[config.mk]
export PLATFORM = sky130hd
export DESIGN_NAME = rx_d2c_point_test_responder
export DESIGN_NICKNAME = d
export VERILOG_FILES = /design/src/rtl/ucie_sb_pkg.sv /design/src/rtl/pt_timeout_counter.sv /design/src/rtl/rx_d2c_point_test_responder.sv
export SDC_FILE = /design/constraint.sdc
export NUM_CORES = 1
export LEC_CHECK = 0
export ABC_AREA = 1
export CORE_UTILIZATION = 50
export CTS_CLUSTER_DIAMETER = 80
export DETAILED_ROUTE_END_ITERATION = 7
export DONT_BUFFER_PORTS = 1
export MAX_ROUTING_LAYER = met4
export PLACE_DENSITY_LB_ADDON = 0.1
export SYNTH_ARGS = -nofsm -noshare
export SYNTH_HDL_FRONTEND = slang
export SYNTH_SLANG_ARGS = --single-unit
[constraint.sdc]
create_clock -name i_clk -period 1.37 [get_ports i_clk]
set_clock_uncertainty 0.15 [all_clocks]
set_input_delay 0.137 -clock i_clk [delete_from_list [all_inputs] [get_ports i_clk]]
set_output_delay 0.137 -clock i_clk [all_outputs]
set_load 0.1 [all_outputs]
[src/rtl/ucie_sb_pkg.sv]
// Sideband message codes, comparator control codes and point-test FSM
// encoding shared by the D2C point-test initiator and responder.
package ucie_sb_pkg;

  localparam int SB_CODE_W = 4;

  localparam logic [SB_CODE_W-1:0] START_REQ       = 4'd1;
  localparam logic [SB_CODE_W-1:0] START_RESP      = 4'd2;
  localparam logic [SB_CODE_W-1:0] LFSR_CLR_REQ    = 4'd3;
  localparam logic [SB_CODE_W-1:0] LFSR_CLR_RESP   = 4'd4;
  localparam logic [SB_CODE_W-1:0] COUNT_DONE_REQ  = 4'd5;
  localparam logic [SB_CODE_W-1:0] COUNT_DONE_RESP = 4'd6;
  localparam logic [SB_CODE_W-1:0] END_REQ         = 4'd7;
  localparam logic [SB_CODE_W-1:0] END_RESP        = 4'd8;

  typedef enum logic [1:0] {
    CW_IDLE    = 2'b00,
    CW_CLEAR   = 2'b01,
    CW_COMPARE = 2'b10,
    CW_RSVD    = 2'b11
  } cw_e;

  localparam int STATE_W = 4;

  typedef enum logic [STATE_W-1:0] {
    ST_IDLE,
    ST_WAIT_START,
    ST_SEND_START_RESP,
    ST_WAIT_CLR,
    ST_SEND_CLR_RESP,
    ST_COMPARE,
    ST_SEND_CNT_RESP,
    ST_WAIT_END,
    ST_SEND_END_RESP,
    ST_FINISHED
  } pt_state_e;

  // States that wait on the partner and are therefore subject to timeout.
  function automatic logic is_wait_state(pt_state_e s);
    return (s == ST_WAIT_START) || (s == ST_WAIT_CLR) ||
           (s == ST_COMPARE)    || (s == ST_WAIT_END);
  endfunction

endpackage

[src/rtl/pt_timeout_counter.sv]
// Cycle counter for point-test request waits: synchronous clear, count
// enable, combinational terminal flag on the last counted cycle.
module pt_timeout_counter #(
  parameter int CYCLES = 800000,
  parameter int W      = 20
) (
  input  logic i_clk,
  input  logic i_rst_n,
  input  logic clr,
  input  logic en,
  output logic tc
);

  logic [W-1:0] cnt;

  always_ff @(posedge i_clk or negedge i_rst_n) begin
    if (!i_rst_n)  cnt <= '0;
    else if (clr)  cnt <= '0;
    else if (en)   cnt <= cnt + 1'b1;
  end

  // Firing on CYCLES-1 lets the FSM leave on exactly the CYCLES-th wait cycle.
  assign tc = en && (cnt == W'(CYCLES - 1));

endmodule

[src/rtl/rx_d2c_point_test_responder.sv]
// Partner-side responder for the RX-initiated D2C point test: answers SB
// requests, steers the mainband comparator and latches the lane result.
module rx_d2c_point_test_responder
  import ucie_sb_pkg::*;
#(
  parameter int SB_MSG_WIDTH   = 4,
  parameter int NUM_LANES      = 16,
  parameter int TIMEOUT_CYCLES = 800000,
  parameter int TIMEOUT_W      = 20
) (
  input  logic                    i_clk,
  input  logic                    i_rst_n,
  input  logic                    i_rx_d2c_pt_en,
  input  logic                    i_rx_msg_valid,
  input  logic [SB_MSG_WIDTH-1:0] i_decoded_SB_msg,
  input  logic                    i_sb_burst_count,
  input  logic                    i_falling_edge_busy,
  input  logic                    i_tx_valid,
  input  logic [NUM_LANES-1:0]    i_lane_error,
  output logic [SB_MSG_WIDTH-1:0] o_encoded_SB_msg_rx,
  output logic                    o_valid_rx,
  output logic [1:0]              o_comparator_cw,
  output logic                    o_burst_count,
  output logic [NUM_LANES-1:0]    o_lane_result,
  output logic                    o_result_pass,
  output logic                    o_timeout,
  output logic                    o_rx_d2c_pt_done_rx
);

  pt_state_e state;
  logic      tmo_tc;
  logic      in_wait;
  logic      send_ok;

  // Wait states are always bracketed by non-wait states, so clearing outside
  // them is equivalent to clearing on every state change.
  assign in_wait = is_wait_state(state);
  // A busy edge while our initiator is also talking belongs to its message.
  assign send_ok = i_falling_edge_busy && !i_tx_valid;

  pt_timeout_counter #(
    .CYCLES (TIMEOUT_CYCLES),
    .W      (TIMEOUT_W)
  ) u_tmo (
    .i_clk   (i_clk),
    .i_rst_n (i_rst_n),
    .clr     (!in_wait),
    .en      (in_wait),
    .tc      (tmo_tc)
  );

  function automatic logic req_is(logic [SB_MSG_WIDTH-1:0] code, logic [SB_CODE_W-1:0] want);
    return code == SB_MSG_WIDTH'(want);
  endfunction

  always_ff @(posedge i_clk or negedge i_rst_n) begin
    if (!i_rst_n) begin
      state               <= ST_IDLE;
      o_encoded_SB_msg_rx <= '0;
      o_valid_rx          <= 1'b0;
      o_comparator_cw     <= CW_IDLE;
      o_burst_count       <= 1'b0;
      o_lane_result       <= '0;
      o_result_pass       <= 1'b0;
      o_timeout           <= 1'b0;
      o_rx_d2c_pt_done_rx <= 1'b0;
    end else if (!i_rx_d2c_pt_en) begin
      // Burst count is deliberately kept across IDLE.
      state               <= ST_IDLE;
      o_encoded_SB_msg_rx <= '0;
      o_valid_rx          <= 1'b0;
      o_comparator_cw     <= CW_IDLE;
      o_lane_result       <= '0;
      o_result_pass       <= 1'b0;
      o_timeout           <= 1'b0;
      o_rx_d2c_pt_done_rx <= 1'b0;
    end else begin
      case (state)
        ST_IDLE: state <= ST_WAIT_START;

        ST_WAIT_START:
          if (i_rx_msg_valid && req_is(i_decoded_SB_msg, START_REQ)) begin
            o_burst_count       <= i_sb_burst_count;
            o_encoded_SB_msg_rx <= SB_MSG_WIDTH'(START_RESP);
            o_valid_rx          <= 1'b1;
            state               <= ST_SEND_START_RESP;
          end else if (tmo_tc) begin
            o_timeout <= 1'b1; o_comparator_cw <= CW_IDLE; o_valid_rx <= 1'b0;
            o_rx_d2c_pt_done_rx <= 1'b1; state <= ST_FINISHED;
          end

        ST_SEND_START_RESP:
          if (send_ok) begin
            o_valid_rx <= 1'b0;
            state      <= ST_WAIT_CLR;
          end

        ST_WAIT_CLR:
          if (i_rx_msg_valid && req_is(i_decoded_SB_msg, LFSR_CLR_REQ)) begin
            o_comparator_cw     <= CW_CLEAR;
            o_encoded_SB_msg_rx <= SB_MSG_WIDTH'(LFSR_CLR_RESP);
            o_valid_rx          <= 1'b1;
            state               <= ST_SEND_CLR_RESP;
          end else if (tmo_tc) begin
            o_timeout <= 1'b1; o_comparator_cw <= CW_IDLE; o_valid_rx <= 1'b0;
            o_rx_d2c_pt_done_rx <= 1'b1; state <= ST_FINISHED;
          end

        ST_SEND_CLR_RESP:
          if (send_ok) begin
            o_valid_rx      <= 1'b0;
            o_comparator_cw <= CW_COMPARE;
            state           <= ST_COMPARE;
          end

        ST_COMPARE:
          if (i_rx_msg_valid && req_is(i_decoded_SB_msg, COUNT_DONE_REQ)) begin
            o_lane_result       <= i_lane_error;
            o_result_pass       <= ~|i_lane_error;
            o_comparator_cw     <= CW_IDLE;
            o_encoded_SB_msg_rx <= SB_MSG_WIDTH'(COUNT_DONE_RESP);
            o_valid_rx          <= 1'b1;
            state               <= ST_SEND_CNT_RESP;
          end else if (tmo_tc) begin
            o_timeout <= 1'b1; o_comparator_cw <= CW_IDLE; o_valid_rx <= 1'b0;
            o_rx_d2c_pt_done_rx <= 1'b1; state <= ST_FINISHED;
          end

        ST_SEND_CNT_RESP:
          if (send_ok) begin
            o_valid_rx <= 1'b0;
            state      <= ST_WAIT_END;
          end

        ST_WAIT_END:
          if (i_rx_msg_valid && req_is(i_decoded_SB_msg, END_REQ)) begin
            o_encoded_SB_msg_rx <= SB_MSG_WIDTH'(END_RESP);
            o_valid_rx          <= 1'b1;
            state               <= ST_SEND_END_RESP;
          end else if (tmo_tc) begin
            o_timeout <= 1'b1; o_comparator_cw <= CW_IDLE; o_valid_rx <= 1'b0;
            o_rx_d2c_pt_done_rx <= 1'b1; state <= ST_FINISHED;
          end

        ST_SEND_END_RESP:
          if (send_ok) begin
            o_valid_rx          <= 1'b0;
            o_rx_d2c_pt_done_rx <= 1'b1;
            state               <= ST_FINISHED;
          end

        ST_FINISHED: o_rx_d2c_pt_done_rx <= 1'b1;

        default: state <= ST_IDLE;
      endcase
    end
  end

endmodule

Yosys cells after proc, flatten, opt, wreduce, memory -nomap -nowiden

Index checks and enable logic that the tools add are counted.

Register bits after elaboration: 51
Input bits: 27
Logic and storage cells: 122

Add/subtract/negate cells: 1
Equal/unequal tests: 34
Multiplexer cells: 55
Reductions and logical operators: 22

Operators with widths:

| kind                                                   | number |
|---|---|
| 2-to-1 mux 4 bit                                       | 15 |
| 2-to-1 mux 16 bit                                      | 3 |
| one-hot mux 4 bit (10 select lines)                    | 1 |
| == test 4 x 3 -> 1 bit (second input constant)         | 6 |
| inequality test 3 bit (second input constant)          | 8 |
| 2-to-1 mux 1 bit                                       | 23 |
| adder 20 x 1 -> 20 bit (second input constant)         | 1 |
| == test 20 bit (second input constant)                 | 1 |
| 2-to-1 mux 20 bit                                      | 1 |
| one-hot mux 4 bit (4 select lines)                     | 1 |
| OR reduction 16 bit                                    | 1 |
| inequality test 3 x 2 -> 1 bit (second input constant) | 5 |
| AND reduction 5 bit                                    | 3 |
| 2-to-1 mux 2 bit                                       | 7 |
| == test 4 x 2 -> 1 bit (second input constant)         | 3 |
| one-hot mux 2 bit (5 select lines)                     | 1 |
| == test 4 x 1 -> 1 bit (second input constant)         | 2 |
| == test 4 bit (second input constant)                  | 2 |
| inequality test 7 x 1 -> 1 bit (second input constant) | 1 |
| logical AND 1 bit                                      | 6 |
| inequality test 6 x 1 -> 1 bit (second input constant) | 1 |
| inequality test 6 x 2 -> 1 bit (second input constant) | 1 |
| one-hot mux 1 bit (6 select lines)                     | 1 |
| AND reduction 6 bit                                    | 1 |
| other kinds (12)                                       | 17 |

Longest topological paths before layout

Depth after elaboration: 9
Gate-level depth with buffers: 11
Gate-level depth less buffers: 10

Hierarchy

A second synthesis with hierarchy kept.

Cell total of the unflattened synthesis: 457
Area total of the unflattened synthesis: 3,140.5 um^2

Modules (own cells, without submodules):

| module                      | times used | cells each | area an instance (um^2) |
|---|---|---|---|
| rx_d2c_point_test_responder | 1          | 282        | 1,868.0 |
| pt_timeout_counter          | 1          | 175        | 1,272.5 |

Worst setup path before layout

OpenSTA, ideal clock, no wires.

Path type: reg2reg
From: register state[0]
To: register o_comparator_cw[0]
Arrival time: 1.257 ns
Data required time: 1.100 ns
Slack: -0.157 ns
Cell stages (with the launch flop): 8
Cell sequence: dfrtp_1 nor2_1 nand2_1 nor2_1 o21ai_1 or2_1 nand2_1 nand2_1

Word-level cells in the longest chain between the ends: 9

RTL lines:

| element                                                          | RTL line                                             | source |
|---|---|---|
| start, declared                                                  | rx_d2c_point_test_responder.sv:30                    | `pt_state_e state;` |
| start signal, assigned                                           | rx_d2c_point_test_responder.sv:58                    | `state <= ST_IDLE;` |
| start signal, assigned                                           | rx_d2c_point_test_responder.sv:69                    | `state <= ST_IDLE;` |
| start signal, assigned                                           | rx_d2c_point_test_responder.sv:79                    | `ST_IDLE: state <= ST_WAIT_START;` |
| == test 4 x 1 -> 1 bit or == test 4 x 2 -> 1 bit (tied branches) | ucie_sb_pkg.sv:40, rx_d2c_point_test_responder.sv:78 |  |
| logical OR 1 bit (2 in a row)                                    | ucie_sb_pkg.sv:40                                    | `return (s == ST_WAIT_START) \|\| (s == ST_WAIT_CLR) \|\|` |
| logical OR 1 bit                                                 | ucie_sb_pkg.sv:41                                    | `(s == ST_COMPARE) \|\| (s == ST_WAIT_END);` |
| logical AND 1 bit                                                | pt_timeout_counter.sv:23                             | `assign tc = en && (cnt == W'(CYCLES - 1));` |
| 2-to-1 mux 2 bit                                                 | --                                                   |  |
| 2-to-1 mux 2 bit (on tied branches)                              | --                                                   |  |
| one-hot mux 2 bit (5 select lines)                               | rx_d2c_point_test_responder.sv:78                    | `case (state)` |
| 2-to-1 mux 2 bit                                                 | rx_d2c_point_test_responder.sv:67                    | `end else if (!i_rx_d2c_pt_en) begin` |
| end signal, assigned                                             | rx_d2c_point_test_responder.sv:61                    | `o_comparator_cw <= CW_IDLE;` |
| end signal, assigned                                             | rx_d2c_point_test_responder.sv:72                    | `o_comparator_cw <= CW_IDLE;` |
| end signal, assigned                                             | rx_d2c_point_test_responder.sv:88                    | `o_timeout <= 1'b1; o_comparator_cw <= CW_IDLE; o_valid_rx <= 1'b0;` |
| end, declared                                                    | rx_d2c_point_test_responder.sv:22                    | `output logic [1:0] o_comparator_cw,` |

Several ways; a longest one is shown, not always the timed one. The select of a mux whose other input is x is not followed.
A chain may end at the register's enable or synchronous reset.

Final worst setup path

From: register state[3]
To: register state[2]

Word-level cells in the longest chain between the ends: 9

RTL lines:

| element                                                          | RTL line |
|---|---|
| == test 4 x 1 -> 1 bit or == test 4 x 2 -> 1 bit (tied branches) | ucie_sb_pkg.sv:40, rx_d2c_point_test_responder.sv:78 |
| logical OR 1 bit (2 in a row)                                    | ucie_sb_pkg.sv:40 |
| logical OR 1 bit                                                 | ucie_sb_pkg.sv:41 |
| logical AND 1 bit                                                | pt_timeout_counter.sv:23 |
| 2-to-1 mux 4 bit                                                 | -- |
| 2-to-1 mux 4 bit (on tied branches)                              | -- |
| one-hot mux 4 bit (10 select lines)                              | rx_d2c_point_test_responder.sv:78 |
| 2-to-1 mux 4 bit                                                 | rx_d2c_point_test_responder.sv:67 |

Several ways; a longest one is shown, not always the timed one.

==> key figures <==
Placed design
  • Dpl ws: -0.268 ns
  • Gpl congestion: 0.944
  • Port bufs: 0
  • DP Wirelength: about 5.3 mm
  • Placed Instances: 537

Floorplan
  • Core ar.: between 0.005 and 0.006 mm^2
  • Std-Cell Rows: 27
  • Die H: between 70 and 80 um
  • Starting Density: 51.7%
  • # IOs: 54
  • Total die area: around 0.006 mm^2
  • Die W: slightly below 80 um

Final layout
  • Diode count: 0
  • Share of cells above drive strength 1: 45.3%
  • Non-Filler Instances: roughly 570
  • Area growth from synthesis to layout: 54.3%
  • Final net count: between 500 and 600

Worst setup path
  • Required @ worst endpoint: 1.47 ns
  • Critical path's slowest cell: dfrtp_2
  • CP Cell Sequence: inv_6, nand2_8, inv_4, nand2_4, nor2_8, inv_6, and3_1, a21oi_2
  • Arrival time at the worst endpoint: approximately 1.7 ns
  • CP Max Fanout: 5
  • Most frequent CP cell: inv_6
  • Setup crit end kind: flop
  • CP Launch Type: flop
  • CP peak stage delay: around 0.5 ns
  • Critical path class: reg -> reg

GRT
  • Initial antenna violation count: 0
  • All-Layer GR Usage: between 20 and 30%
  • Global-route wire length before repair: roughly 14 mm
  • Pin count of the biggest net entering global routing: 51
  • GR Overflow Total: 0
  • Vias in the first global route: between 3k and 4k

Synthesis
  • Commonest cells in the netlist: nand2_1, nand3_1, nor2_1
  • Largest cells by area after synthesis: dfrtp_1, nand2_1, nand3_1, nor2_1, inv_1
  • Yosys warns: 0
  • Synth top area share: 44.0%
  • Sequential area share after synthesis: between 40% and 50%
  • Top-count cell post-synth: nand2_1
  • Syn nets: roughly 420
  • Synthesized area per cell: 7.21 um^2
  • Syn Inst Count: 395
  • Post-Syn Area: 0.00285 mm^2
  • FFs w/ async S/R, synth: 100%
  • EDFF count, synth: 0
  • Top cell type by total area after synthesis: dfrtp_1
  • Cell variety after synth: 38
  • Main synth FF type: dfrtp_1
  • Yosys reg bits: 50

Timing
  • RSZ-0062 raised after global routing: true
  • Max Clk Rate: approximately 610 MHz
  • Fin. max-slew vios: 0
  • Final Hold Viols: 75
  • Post-route clock period utilization: 120%
  • Final worst path period need: 1.65 ns
  • Finish-stage setup viols: 45
  • Fin Hold WS: -0.654 ns
  • Worst setup margin: -0.277 ns

Routing
  • Via density: roughly 5.4
  • DRT Pass-1 Iters: 6
  • Number of DRC markers in iteration 0: around 290
  • WL/cell: between 15 and 20 um
  • DR vias: roughly 3.1k
  • Routed Antenna Nets: 0
  • Drt drc: 0
  • Final WL: 8.98 mm

CTS
  • CTS tree: built
  • H-Tree Depth: 2
  • Clk root buf: clkbuf_8
  • Clock sinks: 50
  • Clk buf depth: 2
  • Clk Latency, worst-skew pair: between 0.3 and 0.4 ns
  • Worst-path clk slew: roughly 0.11 ns
  • CTS Buf Count: 5
  • Post-cts hold buffer count: 5

Status
  • Status: finished, violations left
  • Failing checks: hold timing, setup timing

Power
  • Maximum vdd drop: just over 0.0006 V
  • Pleak: 2.22 nW
  • Clk pwr share: between 30% and 40%
  • P_sw: 787 uW
  • Comb power frac: between 10% and 20%
  • Internal: roughly 2.0 mW
  • PwrDens: approximately 640 mW/mm^2
  • Switching Fraction: about 28%
  • Flop pwr share: 54.0%
  • Tot Pwr: about 2.8 mW

Flow run
  • Max cap viols: 0

Hold path
  • HP Class: in -> async
-- power by group through the flow --
stage          logic, mW  registers, mW  clock network [mW]
4_1_cts            0.292           1.51               0.982
6_report           0.323           1.52               0.966
3_5_place_dp       0.259           1.54                   0
5_1_grt            0.346           1.52                1.04
2_1_floorplan      0.151           1.57                   0
3_3_place_gp       0.255           1.54                   0
-- per-layer routing --
| metal | track usage, % | share of wire [%] | routed length, um |
|---|---|---|---|
| met4 | 9.43 | 2.0 | 180 |
| met2 | 48.2 | 50 | 4460 |
| met1 | 37.2 | 42 | 3760 |
| met5 | - | 0 | 0 |
| met3 | 6.24 | 6.4 | 577 |
-- per-stage QoR --
| step | TNS, ns | area [um^2] | utilization, % |
|---|---|---|---|
| 5_1_grt | -10.23 | 4390 | 79.8 |
| 2_1_floorplan | -1.34 | 2950 | - |
| 3_3_place_gp | -5.54 | 3640 | 66.1 |
| 3_5_place_dp | -6.26 | 3640 | 66.1 |
| 6_report | -7.31 | 4390 | 79.8 |
| 4_1_cts | -4.39 | 4140 | 75.1 |
-- worst max-delay path, delay by kind of cell, from the launching register on --
| kind | cells | cell delay, ns |
|---|---|---|
| compound gates | 1 | 0.16 |
| simple gates | 4 | 0.48 |
| buf+inv | 3 | 0.29 |
| flops | 1 | 0.49 |
-- layout make-up --
class | count | area, um^2
multi-input cells | 292 | 1820
flip-flops and latches | 50 | 1260
fillers | 359 | 1110
repair buffers | 107 | 945
inverters | 41 | 176
well taps | 72 | 90.1
clock buffers | 5 | 68.8
clock inverters | 3 | 28.8
repair inverters | 1 | 3.75
-- path summary, 6_finish.rpt --
kind,end,cells after the start,startpoint,slack [ns]
setup / recovery,state[2],8,state[3],-0.28
hold / removal,u_tmo.cnt[12],0,i_rst_n,-0.65
setup reg to reg,state[2],8,state[3],-0.28
hold reg to reg,o_encoded_SB_msg_rx[3],2,o_encoded_SB_msg_rx[3],0.33
max in group asynchronous,u_tmo.cnt[0],0,i_rst_n,1.63
min in group i_clk,o_lane_result[4],2,i_rx_d2c_pt_en,-0.21
-- kinds of logic (layout without fill, tap and decap cells) --
kind of cell             count (synthesis)  after routing  share of synthesized area [%]
flip-flops                              50             50                           44.0
AND/OR/NAND/NOR                        246            246                           38.3
other                                    1              1                          0.132
adder cells (fa/ha/maj)                  1              1                          0.439
AO/OA/AOI/OAI                           39             39                           7.52
XOR/XNOR                                 4              4                           1.23
buffers and inverters                   53            157                           7.91
multiplexers                             1              1                          0.527
-- what timing repair did --
item                                    4_1_cts  5_1_grt
endpoints found under the setup margin       47       47
gates resized for setup                      79       54
buffers inserted                             12        7
pin swaps                                    32       29
gates cloned                                  1        1
endpoints found under the hold margin        76       73
-- state kept, by name, summed over array words and instances (netlist names) --
name / count
u_tmo.cnt: 20
o_timeout: 1
o_result_pass: 1
o_rx_d2c_pt_done_rx: 1
state: 4
o_comparator_cw: 2
o_lane_result: 16
o_valid_rx: 1
o_burst_count: 1
o_encoded_SB_msg_rx: 3
-- cells in the final DEF, fill, tap and decap left out, types with 3 or more instances in the layout --
cell type	netlist	final
buf_4	2	83
nand2_1	103	79
dfrtp_1	50	41
nor2_1	56	38
nand3_1	57	32
inv_1	36	28
nand3_2	1	23
nand2_2	3	19
a21oi_1	17	14
nor2_4	1	13
buf_6	1	13
nor2_2	3	9
dfrtp_2	0	9
nand2_4	1	8
o21ai_1	1	8
inv_2	4	7
o21ai_2	1	6
inv_4	1	5
nand4_1	5	5
clkbuf_8	0	5
dlygate4sd3_1	0	5
buf_12	0	5
nor4_1	4	4
inv_6	0	3
nand3_4	0	3
nor3_4	0	3
xor2_1	3	3
a21oi_2	0	3
No activity file was read; power rests on OpenSTA's default activity.
